<file path="src/rtl/bin_to_hex_display.sv">
// bin_to_hex_display: binary count to decimal seven-segment digits.
// Sequential double-dabble conversion, then active-low glyph registers.
//
// Ports:
//   clk       system clock
//   reset     asynchronous, active-high reset
//   in_value  binary value to display (WIDTH bits)
//   in_valid  in_value is valid; accepted only while in_ready is high
//   in_ready  high while idle and able to accept a value
//   seg       active-low segments, digit i at [7i+6:7i], bit 0 = a, bit 6 = g
//   bcd       registered BCD result, digit i at [4i+3:4i]
//   done      one-cycle pulse in the cycle seg/bcd take a new value
module bin_to_hex_display #(
    parameter int WIDTH         = 8,
    parameter int DIGITS        = 3,
    parameter bit BLANK_LEADING = 1'b1
) (
    input  logic                  clk,
    input  logic                  reset,
    input  logic [WIDTH-1:0]      in_value,
    input  logic                  in_valid,
    output logic                  in_ready,
    output logic [7*DIGITS-1:0]   seg,
    output logic [4*DIGITS-1:0]   bcd,
    output logic                  done
);

    localparam int CW = $clog2(WIDTH + 1);
    localparam int BW = 4 * DIGITS;

    localparam logic [6:0] GLYPH_ZERO  = 7'b1000000;
    localparam logic [6:0] GLYPH_BLANK = 7'b1111111;

    // The decimal field must be able to hold the largest input value.
    localparam longint MAX_IN  = (longint'(1) << WIDTH) - 1;
    localparam longint DEC_CAP = longint'(10) ** DIGITS;

    if (DEC_CAP <= MAX_IN) begin : g_bad_params
        $error("bin_to_hex_display: DIGITS too small for WIDTH");
    end

    typedef enum logic [1:0] {
        IDLE,
        SHIFT,
        UPDATE
    } state_t;

    state_t             state;
    logic [WIDTH-1:0]   shreg;
    logic [BW-1:0]      work;
    logic [BW-1:0]      work_adj;
    logic [CW-1:0]      cnt;
    logic [7*DIGITS-1:0] seg_enc;
    logic [7*DIGITS-1:0] seg_rst;

    // Active-low gfedcba glyphs; non-decimal codes show blank.
    function automatic logic [6:0] enc7(input logic [3:0] d);
        logic [6:0] g;
        case (d)
            4'd0:    g = 7'b1000000;
            4'd1:    g = 7'b1111001;
            4'd2:    g = 7'b0100100;
            4'd3:    g = 7'b0110000;
            4'd4:    g = 7'b0011001;
            4'd5:    g = 7'b0010010;
            4'd6:    g = 7'b0000010;
            4'd7:    g = 7'b1111000;
            4'd8:    g = 7'b0000000;
            4'd9:    g = 7'b0010000;
            default: g = GLYPH_BLANK;
        endcase
        return g;
    endfunction

    // Add-3 correction on every nibble before the shift, all in parallel.
    always_comb begin
        work_adj = work;
        for (int i = 0; i < DIGITS; i++) begin
            if (work[4*i +: 4] >= 4'd5)
                work_adj[4*i +: 4] = work[4*i +: 4] + 4'd3;
        end
    end

    // Walk from the most significant digit down, tracking whether every
    // digit seen so far is zero; such digits (except units) go blank.
    always_comb begin
        logic upper_zero;
        seg_enc    = '0;
        upper_zero = 1'b1;
        for (int i = DIGITS - 1; i >= 0; i--) begin
            upper_zero = upper_zero && (work[4*i +: 4] == 4'd0);
            if (BLANK_LEADING && (i != 0) && upper_zero)
                seg_enc[7*i +: 7] = GLYPH_BLANK;
            else
                seg_enc[7*i +: 7] = enc7(work[4*i +: 4]);
        end
    end

    for (genvar g = 0; g < DIGITS; g++) begin : g_rst
        if (g == 0 || !BLANK_LEADING) begin : g_zero
            assign seg_rst[7*g +: 7] = GLYPH_ZERO;
        end else begin : g_blank
            assign seg_rst[7*g +: 7] = GLYPH_BLANK;
        end
    end

    always_ff @(posedge clk or posedge reset) begin
        if (reset) begin
            state    <= IDLE;
            in_ready <= 1'b1;
            done     <= 1'b0;
            bcd      <= '0;
            seg      <= seg_rst;
            shreg    <= '0;
            work     <= '0;
            cnt      <= '0;
        end else begin
            done <= 1'b0;
            unique case (state)
                IDLE: begin
                    if (in_valid) begin
                        shreg    <= in_value;
                        work     <= '0;
                        cnt      <= CW'(WIDTH);
                        in_ready <= 1'b0;
                        state    <= SHIFT;
                    end
                end
                SHIFT: begin
                    // {work, shreg} <<= 1 with the corrected nibbles.
                    work  <= {work_adj[BW-2:0], shreg[WIDTH-1]};
                    shreg <= {shreg[WIDTH-2:0], 1'b0};
                    cnt   <= cnt - CW'(1);
                    if (cnt == CW'(1))
                        state <= UPDATE;
                end
                UPDATE: begin
                    bcd      <= work;
                    seg      <= seg_enc;
                    done     <= 1'b1;
                    in_ready <= 1'b1;
                    state    <= IDLE;
                end
                default: begin
                    in_ready <= 1'b1;
                    state    <= IDLE;
                end
            endcase
        end
    end

endmodule
</file>
<file path="config.mk">
export PLATFORM = sky130hd
export DESIGN_NAME = bin_to_hex_display
export DESIGN_NICKNAME = d
export VERILOG_FILES = /design/src/rtl/bin_to_hex_display.sv
export SDC_FILE = /design/constraint.sdc
export NUM_CORES = 1
export LEC_CHECK = 0
export ABC_AREA = 0
export CAP_MARGIN = 25
export CORE_MARGIN = 3
export CORE_UTILIZATION = 59
export DETAILED_ROUTE_END_ITERATION = 6
export PLACE_DENSITY = 0.86
export SYNTH_ARGS = -nofsm -noshare
export SYNTH_HDL_FRONTEND = slang
export SYNTH_SLANG_ARGS = --single-unit
</file>
<file path="constraint.sdc">
create_clock -name clk -period 3.5 [get_ports clk]
set_clock_uncertainty 0.15 [all_clocks]
set_input_delay 0.35 -clock clk [delete_from_list [all_inputs] [get_ports clk]]
set_output_delay 0.35 -clock clk [all_outputs]
set_load 0.01 [all_outputs]
</file>
==> reports/metrics.cfg <==
[logic_synthesis]
syn_area_um2=3200
synth_ff_type=dfrtp_1
synthSimpleGateAreaFrac=0.148
async_flop_share=1.00
synthMuxAreaShare=0.0262
syn_area_per_cell_um2=9.60
synth-seq-area-share=0.484
ys_ff_latch=61
synth_top_family_by_area=compound AO/OA/AOI/OAI gates
synth_adder_area_share=0.0666
syn_inst=333
ys_warn_count=0
synth_edf_count=0
synthXorXnorAreaFrac=0.0137
syn_nets=361
yosys.cell_types.count=41
synth_compound_area_frac=0.194

[sta]
finalHoldViolCount=0
min_period_ns=2.24
worst_pin_slew_ns=0.743
fmaxAchievable_mhz=446
relSlewSlack=0.505
finalCritPeriodShare=0.640
finalSetupViolCount=0
rsz0062_at_grt=no
finalMaxSlewViolations=0
setup_slack_ns=1.26
fin_tns_setup_ns=0

[job]
drv_cap=0

[setup_path]
worstPathCellList=nand2b_2 > inv_4 > nand2_1 > o311ai_0
cp_max_fo=27
worst_path_max_delay_cell=dfrtp_1
critPathTopFamily=simple AND/OR/NAND/NOR gates
arrival_ns=2.32
critical_path_buf_inv_count=1
crit_type=flop to flop
start_kind=flop
cp_data_required_time_ns=3.58
max_stage_delay_ns=0.77
endpoint_kind=flop

[floorplan]
coreArea_um2=5170
rows=26
die_area_um2=6340
die_h_um=79.6
start_util=0.618
num_io_pins=46
die_w_um=79.6

[final_layout]
final_net_count=400
multiInputGateArea_um2=1440
area_growth_pct=19.2
drive_above_1_share=0.135
fill_cells=362
fin_util=0.737
final-seq-area_um2=1550
n_antenna_cell=0

[route]
drt_wl_total_um=6320
wl_per_cell_um=14.1
vias_per_cell=5.50
vias=2457
first_pass_iters=4
drcViolationCount=0
ant_nets=0
drt-initial-drc-count=201

[place]
gp_congestion=0.838
pre_cts_slack_ns=1.31
io_buffers=45
dp_hpwl_um=4370

[clock_network]
clockBufferDepth=2
clock_latency_ns=0.34
cts_tree=built
numCtsBuffers=9
cts_setup_buffers=0
hold_buffers=0
clockRootBuffer=clkbuf_8
cts_resized=0
cts.clk_slew.worst_paths_ns=0.07
clock_sinks=61
htreeDepth=3

[worst_hold_path]
min-delay-path-class=flop to flop

[pwr]
p_leak_nw=1.66
p_per_area_nw_per_um2=946
peakVddDrop_mv=0.448

[global_routing]
grtUsageTotal=0.218
antenna_found_initial=0
grt_max_degree=62
grt_pass1_vias=2284
overflow=0
grt_first_pass_wirelength_um=10800

[run_status]
status=finished, final reports clean

-- worst paths after layout --
| check | startpoint | to | slack [ns] | depth (start not counted) |
|---|---|---|---|---|
| worst max-delay path | state[0] | seg[17] | 1.26 | 4 |
| worst min-delay path | seg[0] | seg[0] | 0.33 | 2 |
| worst max register to register | state[0] | seg[17] | 1.26 | 4 |
| worst min register to register | seg[0] | seg[0] | 0.33 | 2 |
| max in group asynchronous | reset | bcd[1] | 2.32 | 3 |
| min in group asynchronous | reset | shreg[0] | 0.37 | 3 |
-- flip-flops by register name, summed over array words and instances (netlist names) --
| name | cells |
|---|---|
| seg | 21 |
| bcd | 12 |
| work | 12 |
| shreg | 8 |
| cnt | 4 |
| state | 2 |
| done | 1 |
| in_ready | 1 |
-- final cells by class --
type / count / share of cell area
clock buffers: 11 / 0.0371
clock inverters: 5 / 0.0131
inverters: 19 / 0.0194
multi-input cells: 233 / 0.377
flip-flops and latches: 61 / 0.406
well taps: 70 / 0.0230
repair buffers: 48 / 0.124
-- cells by family (layout without fill, tap and decap cells) --
kind of cell             after synthesis  in the layout
XOR/XNOR                               5              5
buffers and inverters                 39             83
AND/OR/NAND/NOR                      103            103
flip-flops                            61             61
AO/OA/AOI/OAI                        100            100
adder cells (fa/ha/maj)               17             17
multiplexers                           8              8
-- metal layers --
metal  GRT usage  routed length (µm)
met5           0                   0
met3      0.0339                 299
met2       0.351                3050
met4       0.117                 125
met1       0.281                2840
-- placed cells by master, fill, tap and decap left out, types with 2 or more instances in the layout --
master           instances
nand2_1                 54
dfrtp_1                 45
clkdlybuf4s50_1         45
o21ai_0                 41
a21oi_1                 24
nor2_1                  19
inv_1                   17
ha_1                    17
dfstp_2                 16
clkbuf_8                10
nand2b_1                 7
nor3b_1                  7
xnor2_1                  5
mux2i_1                  5
o31ai_2                  4
o21bai_1                 4
a31oi_1                  4
a22o_1                   4
clkinv_2                 4
nor3_1                   3
a22oi_1                  3
o21ai_1                  3
mux2_2                   3
a21oi_2                  3
buf_4                    3
nor2b_1                  2
o211ai_1                 2
and3_1                   2
o22ai_1                  2
o311ai_2                 2
o31ai_1                  2
nand3_1                  2
-- tightest hold or removal path, delay by kind of cell (launching register included) --
family          cells  cell delay (ns)
compound gates      1             0.06
simple gates        1             0.04
flops               1             0.34
-- power by group --
group | internal, mW | switching, mW | leakage, nW
Sequential | 1.04 | 0.344 | 0.750
Clock | 0.343 | 0.270 | 0.103
Combinational | 0.795 | 0.809 | 0.802
-- Yosys cell counts (all sizes together), types with 2 or more instances --
master | count | area share
dfstp | 16 | 0.13
dfrtp | 45 | 0.35
and3 | 2 | 0.0039
a31oi | 4 | 0.0078
buf | 18 | 0.042
nor3 | 3 | 0.0047
nand3 | 2 | 0.0031
a22oi | 3 | 0.0070
a22o | 4 | 0.011
a21oi | 27 | 0.046
ha | 17 | 0.067
mux2 | 3 | 0.011
o21ai | 44 | 0.069
o311ai | 3 | 0.013
nand2b | 8 | 0.016
o21bai | 4 | 0.0094
nand2 | 54 | 0.063
o211ai | 2 | 0.0047
o31ai | 6 | 0.020
nor2b | 2 | 0.0039
o22ai | 2 | 0.0039
mux2i | 5 | 0.016
nor3b | 7 | 0.016
inv | 19 | 0.023
nor2 | 19 | 0.022
xnor2 | 5 | 0.014
clkbuf | 2 | 0.0024
-- metrics by stage --
step	std cells	total power [mW]	hold WS [ns]	cell area, µm²
6_report	447	3.60	0.328	3810
3_3_place_gp	431	2.92	0.313	3620
5_1_grt	447	3.89	0.354	3810
2_1_floorplan	333	2.47	0.300	3200
4_1_cts	447	3.62	0.335	3810
3_5_place_dp	431	3.00	0.321	3620
No activity file was read; power rests on OpenSTA's default activity.
